`src/rtl/midi_note_parser.sv`:
```
// MIDI byte parser: running status, channel filter, and a monophonic
// last-note-priority gate/key/volume control word for the waveform generator.
module midi_note_parser #(
  parameter logic [3:0] CHANNEL = 4'd0,
  parameter logic       OMNI    = 1'b0
) (
  input  logic        clk,
  input  logic        reset,
  input  logic [7:0]  rx_data,
  input  logic        rx_valid,
  output logic [15:0] note_vol,
  output logic        note_update
);

  localparam logic [1:0] IDLE    = 2'd0;
  localparam logic [1:0] WAIT_D1 = 2'd1;
  localparam logic [1:0] WAIT_D2 = 2'd2;
  localparam logic [1:0] SYSEX   = 2'd3;

  logic [1:0]  state_q, state_d;
  logic [7:0]  run_status_q, run_status_d;
  logic        rs_valid_q, rs_valid_d;
  logic [6:0]  key_q, key_d;
  logic [15:0] note_vol_q, note_vol_d;
  logic        note_update_q, note_update_d;

  logic        st_rt, st_sysex, st_sys, st_chan;
  logic        msg_done;
  logic [6:0]  vel;
  logic [3:0]  msg_type;
  logic        chan_ok, accept, note_on;

  assign msg_type = run_status_q[7:4];
  assign chan_ok  = OMNI || (run_status_q[3:0] == CHANNEL);

  // Mutually exclusive status byte classes
  assign st_rt    = (rx_data[7:3] == 5'b11111);
  assign st_sysex = (rx_data == 8'hF0);
  assign st_sys   = (rx_data[7:4] == 4'hF) && !st_rt && !st_sysex;
  assign st_chan  = (rx_data[7:4] != 4'hF);

  always_comb begin
    state_d      = state_q;
    run_status_d = run_status_q;
    rs_valid_d   = rs_valid_q;
    key_d        = key_q;
    msg_done     = 1'b0;
    vel          = 7'd0;
    if (rx_valid) begin
      if (rx_data[7]) begin
        unique case (1'b1)
          st_rt: begin
          end
          st_sysex: begin
            rs_valid_d = 1'b0;
            state_d    = SYSEX;
          end
          st_sys: begin
            rs_valid_d = 1'b0;
            state_d    = IDLE;
          end
          st_chan: begin
            run_status_d = rx_data;
            rs_valid_d   = 1'b1;
            state_d      = WAIT_D1;
          end
          default: begin
          end
        endcase
      end else begin
        unique case (state_q)
          WAIT_D1: begin
            key_d = rx_data[6:0];
            if (msg_type == 4'hC || msg_type == 4'hD) begin
              msg_done = 1'b1;
            end else begin
              state_d = WAIT_D2;
            end
          end
          WAIT_D2: begin
            msg_done = 1'b1;
            vel      = rx_data[6:0];
            state_d  = WAIT_D1;
          end
          IDLE, SYSEX: begin
          end
          default: begin
          end
        endcase
      end
    end
  end

  // Only two-byte 0x8/0x9 messages complete from WAIT_D2, so key_q holds the key
  assign accept  = msg_done && rs_valid_q && chan_ok &&
                   (msg_type == 4'h8 || msg_type == 4'h9);
  assign note_on = (msg_type == 4'h9) && (vel != 7'd0);

  always_comb begin
    note_vol_d    = note_vol_q;
    note_update_d = 1'b0;
    if (accept) begin
      if (note_on) begin
        note_vol_d    = {1'b1, key_q, vel, vel[6]};
        note_update_d = 1'b1;
      end else if (note_vol_q[15] && note_vol_q[14:8] == key_q) begin
        note_vol_d    = {1'b0, key_q, 8'h00};
        note_update_d = 1'b1;
      end
    end
  end

  always_ff @(posedge clk or negedge reset) begin
    if (!reset) begin
      state_q       <= IDLE;
      run_status_q  <= 8'h00;
      rs_valid_q    <= 1'b0;
      key_q         <= 7'd0;
      note_vol_q    <= 16'h0000;
      note_update_q <= 1'b0;
    end else begin
      state_q       <= state_d;
      run_status_q  <= run_status_d;
      rs_valid_q    <= rs_valid_d;
      key_q         <= key_d;
      note_vol_q    <= note_vol_d;
      note_update_q <= note_update_d;
    end
  end

  assign note_vol    = note_vol_q;
  assign note_update = note_update_q;

endmodule

```
`config.mk`:
```
export PLATFORM = sky130hd
export DESIGN_NAME = midi_note_parser
export DESIGN_NICKNAME = d
export VERILOG_FILES = /design/src/rtl/midi_note_parser.sv
export SDC_FILE = /design/constraint.sdc
export NUM_CORES = 1
export LEC_CHECK = 0
export CAP_MARGIN = 20
export CORE_MARGIN = 3
export CORE_UTILIZATION = 30
export DETAILED_ROUTE_END_ITERATION = 7
export DONT_BUFFER_PORTS = 1
export PLACE_DENSITY = 0.52
export SYNTH_ARGS = -nofsm -noshare
export SYNTH_HDL_FRONTEND = slang
export SYNTH_SLANG_ARGS = --single-unit
```
`constraint.sdc`:
```
create_clock -name clk -period 5.12 [get_ports clk]
set_input_delay 0 -clock clk [delete_from_list [all_inputs] [get_ports clk]]
set_output_delay 0 -clock clk [all_outputs]
set_load 0.1 [all_outputs]
```
==> results of run 1 <==
-- state kept, by name (all words and copies together) (netlist names) --
| register | cells |
|---|---|
| run_status_q | 8 |
| key_q | 7 |
| note_vol | 15 |
| state_q | 2 |
| note_update | 1 |
| rs_valid_q | 1 |
-- cell type report --
class,count,area [µm²]
Fill cell,486,3042
Sequential cell,34,852.1
Multi-Input combinational cell,91,615.6
Timing Repair Buffer,10,110.1
Tap cell,67,83.83
Clock buffer,6,82.58
Inverter,5,18.77
Clock inverter,2,12.51
-- power breakdown --
group / switching, W / internal, W
clock: 0.0000966 / 0.000108
combinational: 0.0000651 / 0.0000716
sequential: 0.0000552 / 0.000315
-- cell usage after synthesis (2+ instances only) --
| master | count |
|---|---|
| nor2b_1 | 2 |
| dfrtp_1 | 34 |
| nor2_1 | 2 |
| ha_1 | 2 |
| o21ai_0 | 6 |
| nor4_1 | 4 |
| buf_6 | 2 |
| inv_1 | 5 |
| nand2_1 | 30 |
| mux2_2 | 13 |
| o22ai_1 | 8 |
| xor2_1 | 7 |
| nand3_1 | 2 |
| o22a_1 | 3 |
-- layer usage --
layer	part of all wire	up-vias	wire length, µm	GRT usage
met5	0	-	0	0
met3	0.11	7	400	0.05634
met1	0.45	512	1561	0.1719
li1	-	497	-	-
met2	0.42	49	1474	0.1805
met4	0.013	0	46	0.04804
-- per-stage QoR --
step / hold WS (ns) / cells / worst slack [ns] / util
after global routing: 0.02588 / 215 / 2.487 / 0.3686
after global placement: -0.2948 / 197 / 2.694 / 0.3260
after floorplan: -0.2956 / 134 / 2.912 / -
after CTS: 0.009264 / 215 / 2.653 / 0.3686
final: 0.01764 / 215 / 2.671 / 0.3686
after detailed placement: -0.2948 / 197 / 2.679 / 0.3260
-- worst register-to-register path: stages (launching register included) --
cell     delay (ns)
dfrtp_1        0.96
xor2_1         0.14
nor4_1         0.36
and3_1         0.45
a31oi_4        0.12
mux2_2         0.31
-- worst paths after layout --
| path | startpoint | cells after the start | slack (ns) | to |
|---|---|---|---|---|
| worst max-delay path | note_vol[12] | 5 | 2.67 | note_vol[11] |
| worst min-delay path | rx_valid | 3 | 0.02 | state_q[1] |
| worst max register to register | note_vol[12] | 5 | 2.67 | note_vol[11] |
| worst min register to register | run_status_q[7] | 1 | 0.47 | run_status_q[7] |
| max in group asynchronous | reset | 2 | 4.76 | note_vol[7] |
| min in group asynchronous | reset | 2 | 0.17 | note_update |
-- kinds of logic after synthesis --
family,synth area share
mux,0.09638
compound gates,0.1030
flops,0.5601
fa+ha+maj,0.01647
xor+xnor,0.04036
buf+inv,0.03460
simple gates,0.1491
==> results.tsv, run 1 <==
metric	value	unit
cells after synthesis	134	
worst path bufs/invs	0	
Final Hold Fails	0	
router iterations before antenna repair	4	
H-tree lvl count	2	
Worst EP arrival	2.61	ns
Design Power	0.0007113	W
CTS clk-pin slew, worst paths	0.07	ns
Leak	0.8016	nW
Setup Crit Path Kind	reg -> reg	
worst slew pin tran	0.9635	ns
most common cell after layout, fill and taps aside	dfrtp_1	
Worst EP required	5.28	ns
most frequent cells in the layout	dfrtp_1, nand2_1, mux2_2, dlygate4sd3_1, o22ai_1	
synth warn	0	
Resize count post-CTS	0	
sequential fraction of the synthesis area	0.5601	
PortBufs	0	
DRT iter0 DRCs	42	
Tot GR Track Use	0.1280	
Crit Path Max Fanout	9	
PD cells	400.6	nW/µm²
wire per inst	16.20	µm
status	finished, final reports clean	
remaining global-route overflow	0	
Startpoint Class	flip-flop	
I/O pin count	28	
Max stage delay cell, worst path	dfrtp_1	
TritonCTS clock tree	yes	
clk buf depth	2	
Slew HR	0.3577	
Yosys reg bits	34	
Worst IR Drop VDD	0.1974	mV
vias in the first global route	1126	
DR vias/cell	4.953	
Setup Fix Bufs, Post-CTS	0	
Final nets	160	
post-route minimum period	2.449	ns
pins over their slew limit	0	
Synth cell types	28	
Hold Buf Count CTS	10	
CTS Root Cell	clkbuf_8	
worst path cell trace	xor2_1 > nor4_1 > and3_1 > a31oi_4 > mux2_2	
first-pass GRT wire length	5.851	mm
hold crit path type	in -> reg	
Worst path max stage delay	0.96	ns
Top delay family on crit path	flip-flops	
top cells by area, synth	dfrtp_1, mux2_2, nand2_1	
syn_area_per_cell	11.34	µm²
clk sinks	34	
Initial Utilization	0.3153	
# diodes	0	
Routed WL	3.483	mm
Chip Width	77.16	µm
# Max-Cap Violations	0	
Area after DPL	1570	µm²
post-route cell area	1775	µm²
DIE AREA	5953	µm²
largest net degree at the start of global routing	35	
Synth top area share	0.5601	
die height	77.16	µm
Final HPWL DP	2.377	mm
EDFF count, synth	0	
period utilisation layout	0.4784	
clk_lat worst skew	0.28	ns
ratio of cells with drive above 1 in the final layout	0.1824	
ys async rst share	1.000	
Crit. End Element	flip-flop	
Area Overhead vs Synth	16.89	%
final setup vio count	0	
setup TNS	0	ns
cts bufs inserted	5	
area leader, netlist	dfrtp_1	
core region area	4817	µm²
FP Rows	25	
Final ANT Viol Nets	0	
skew final	0.008762	ns
placer congestion estimate	0.7922	
post-synth net total	147	
initial antenna violation count	0	
DRC Markers	0	
Primary FF master, synth	dfrtp_1	
RSZ-0062 raised after global routing	false	
vias after detailed routing	1065	
Max Freq	408.3	MHz
synthesized area	1519	µm²
No activity file was read; power rests on OpenSTA's default activity.
==> inputs of run 2 (changes only) <==
Settings changed: PLACE_DENSITY 0.52 to 0.53.
Clock period 5.12 ns to 1.97 ns, I/O delays scaled along.
==> run 2 against run 1 <==
Global-route usage rose by 0.12 points. Count of clock-buffer cells in the layout fell by 1. Clock skew fell by 0.00071 ns. Worst setup slack got worse by 2.6 ns. Non-clock buffer count rose by 23. Maximum frequency rose by 28%. Via count rose by 6.1%. Routed wire length rose by 5.1%. First-iteration DRC count rose by 14%. Final area rose by 15%. Sequential power rose to 2.5 times the previous value. Highest routed layer unchanged.
==> results.tsv, run 2 (same netlist as run 1, synthesis figures left out) <==
metric	value	unit	change
DRC Markers	0		unchanged
Crit. End Element	flip-flop		
TritonCTS clock tree	yes		
status	finished, final reports clean		
worst path cell trace	ha_4 > nor4_4 > and4_4 > and3_4 > a31oi_4 > buf_12 > mux2_4		
wire per inst	15.39	µm	-5.0%
Reg2Reg Setup Slack	0.06	ns	-2.61 ns
final setup vio count	0		unchanged
worst slew pin tran	0.5442	ns	-0.4193 ns
FP Rows	25		unchanged
reg-to-reg startpoint	state_q[1]		
Final Hold Fails	0		unchanged
Area after DPL	1764	µm²	+12%
Worst EP arrival	2.08	ns	-0.53 ns
first-pass GRT wire length	5.913	mm	+1.1%
Leak	0.9499	nW	+18%
skew final	0.008049	ns	-0.0007126 ns
H-tree lvl count	2		unchanged
CTS Root Cell	clkbuf_8		
post-route minimum period	1.912	ns	-0.5372 ns
router iterations before antenna repair	4		unchanged
Top delay family on crit path	simple AND/OR/NAND/NOR gates		
initial antenna violation count	0		unchanged
ratio of cells with drive above 1 in the final layout	0.3567		+0.1743
worst reg2reg endpoint	note_vol[13]		
Worst path max stage delay	0.42	ns	-0.54 ns
Crit Path Max Fanout	8		-1
vias in the first global route	1161		+3.1%
Slew HR	0.6402		+0.2825
Worst IR Drop VDD	0.4883	mV	+150%
pins over their slew limit	0		unchanged
Worst EP required	2.14	ns	-3.14 ns
Final HPWL DP	2.509	mm	+5.6%
Startpoint Class	flip-flop		
Setup Crit Path Kind	reg -> reg		
RSZ-0062 raised after global routing	false		
# diodes	0		unchanged
CTS clk-pin slew, worst paths	0.07	ns	about the same
Final nets	183		+14%
Initial Utilization	0.3153		unchanged
most common cell after layout, fill and taps aside	nand2_1		
worst path bufs/invs	1		+1
Final ANT Viol Nets	0		unchanged
cts bufs inserted	5		unchanged
DR vias/cell	4.748		-4.2%
period utilisation layout	0.9706		+0.4922
Chip Width	77.16	µm	unchanged
most frequent cells in the layout	nand2_1, dfrtp_1, buf_4, dlygate4sd3_1, dfrtp_2		
die height	77.16	µm	unchanged
WHS Endpoint	state_q[1]		
clk_lat worst skew	0.28	ns	about the same
# Max-Cap Violations	0		unchanged
clk buf depth	2		unchanged
DIE AREA	5953	µm²	unchanged
clk sinks	34		unchanged
PD cells	1003	nW/µm²	+150%
placer congestion estimate	0.8282		+4.5%
I/O pin count	28		unchanged
post-route cell area	2046	µm²	+15%
DRT iter0 DRCs	48		+14%
hold path startpoint	rx_data[3]		
Area Overhead vs Synth	34.68	%	
Tot GR Track Use	0.1292		+0.001184
PortBufs	0		unchanged
max reg flops	15		unchanged
largest net degree at the start of global routing	35		unchanged
Max Freq	523.0	MHz	+28%
Max stage delay cell, worst path	dfrtp_1		
hold depth	4		+1
hold crit path type	in -> reg		
remaining global-route overflow	0		unchanged
core region area	4817	µm²	unchanged
setup TNS	0	ns	unchanged
R2R cell count	7		+2
vias after detailed routing	1130		+6.1%
Routed WL	3.662	mm	+5.1%
## run 2: cell count changes in the layout (fill, tap and decap cells not counted), sizes merged
cell,change
clkbuf,-1
bufinv,+1
buf,+22
clkinvlp,-1
dlygate4sd3,+1
clkinv,+1
## run 2: worst max path at each step
stage                         to  cells past startpoint       start
detailed placement  note_vol[13]                      7  state_q[0]
global placement    note_vol[11]                      7  state_q[0]
finish              note_vol[13]                      7  state_q[1]
CTS                 note_vol[13]                      6  state_q[1]
floorplan           note_vol[10]                      8  state_q[1]
global route        note_vol[14]                      7  state_q[1]
## run 2: cell type report
type                    count  area [µm²]
clock inverters             3       40.04
fillers                   474        2771
repair buffers             33       297.8
clock buffers               5       68.82
multi-input cells          91       674.4
flip-flops and latches     34       862.1
well taps                  67       83.83
inverters                   5       18.77
## run 2: power by group
| group | internal [W] | leakage [nW] | switching (W) |
|---|---|---|---|
| Combinational | 0.000249 | 0.476 | 0.000239 |
| Sequential | 0.000820 | 0.416 | 0.000117 |
| Clock | 0.000372 | 0.0579 | 0.000254 |
## run 2: routing by layer
layer / vias up / GRT usage / routed length, µm
met5: - / 0 / 0
met3: 6 / 0.05047 / 302
met1: 538 / 0.1726 / 1673
met2: 44 / 0.1883 / 1647
met4: 0 / 0.04804 / 40
li1: 542 / - / -
## run 2: repair_timing
item | in CTS | in global routing
resized for setup | 1 | 3
pin swaps | 2 | 1
setup buffers | 0 | 2
hold buffers | 11 | 0
endpoints found under the setup margin | 7 | 7
hold endpoints to repair | 58 | 0
## run 2: per-stage QoR
| stage | setup WS (ns) | cells | hold WS (ns) | utilization | total power (W) |
|---|---|---|---|---|---|
| global placement | -0.01328 | 217 | -0.2946 | 0.3662 | 0.001312 |
| global route | 0.007607 | 238 | 0.03310 | 0.4247 | 0.002158 |
| detailed placement | -0.1056 | 217 | -0.2945 | 0.3662 | 0.001337 |
| CTS | 0.01304 | 236 | 0.007311 | 0.4151 | 0.002009 |
| finish | 0.05793 | 238 | 0.005605 | 0.4247 | 0.002052 |
| floorplan | -0.08031 | 134 | -0.2956 | - | 0.001230 |
## run 2: worst register-to-register path, stage by stage, from the launching register on
cell     delay (ns)
dfrtp_1        0.42
ha_4           0.26
nor4_4         0.14
and4_4         0.28
and3_4         0.20
a31oi_4        0.04
buf_12         0.16
mux2_4         0.29
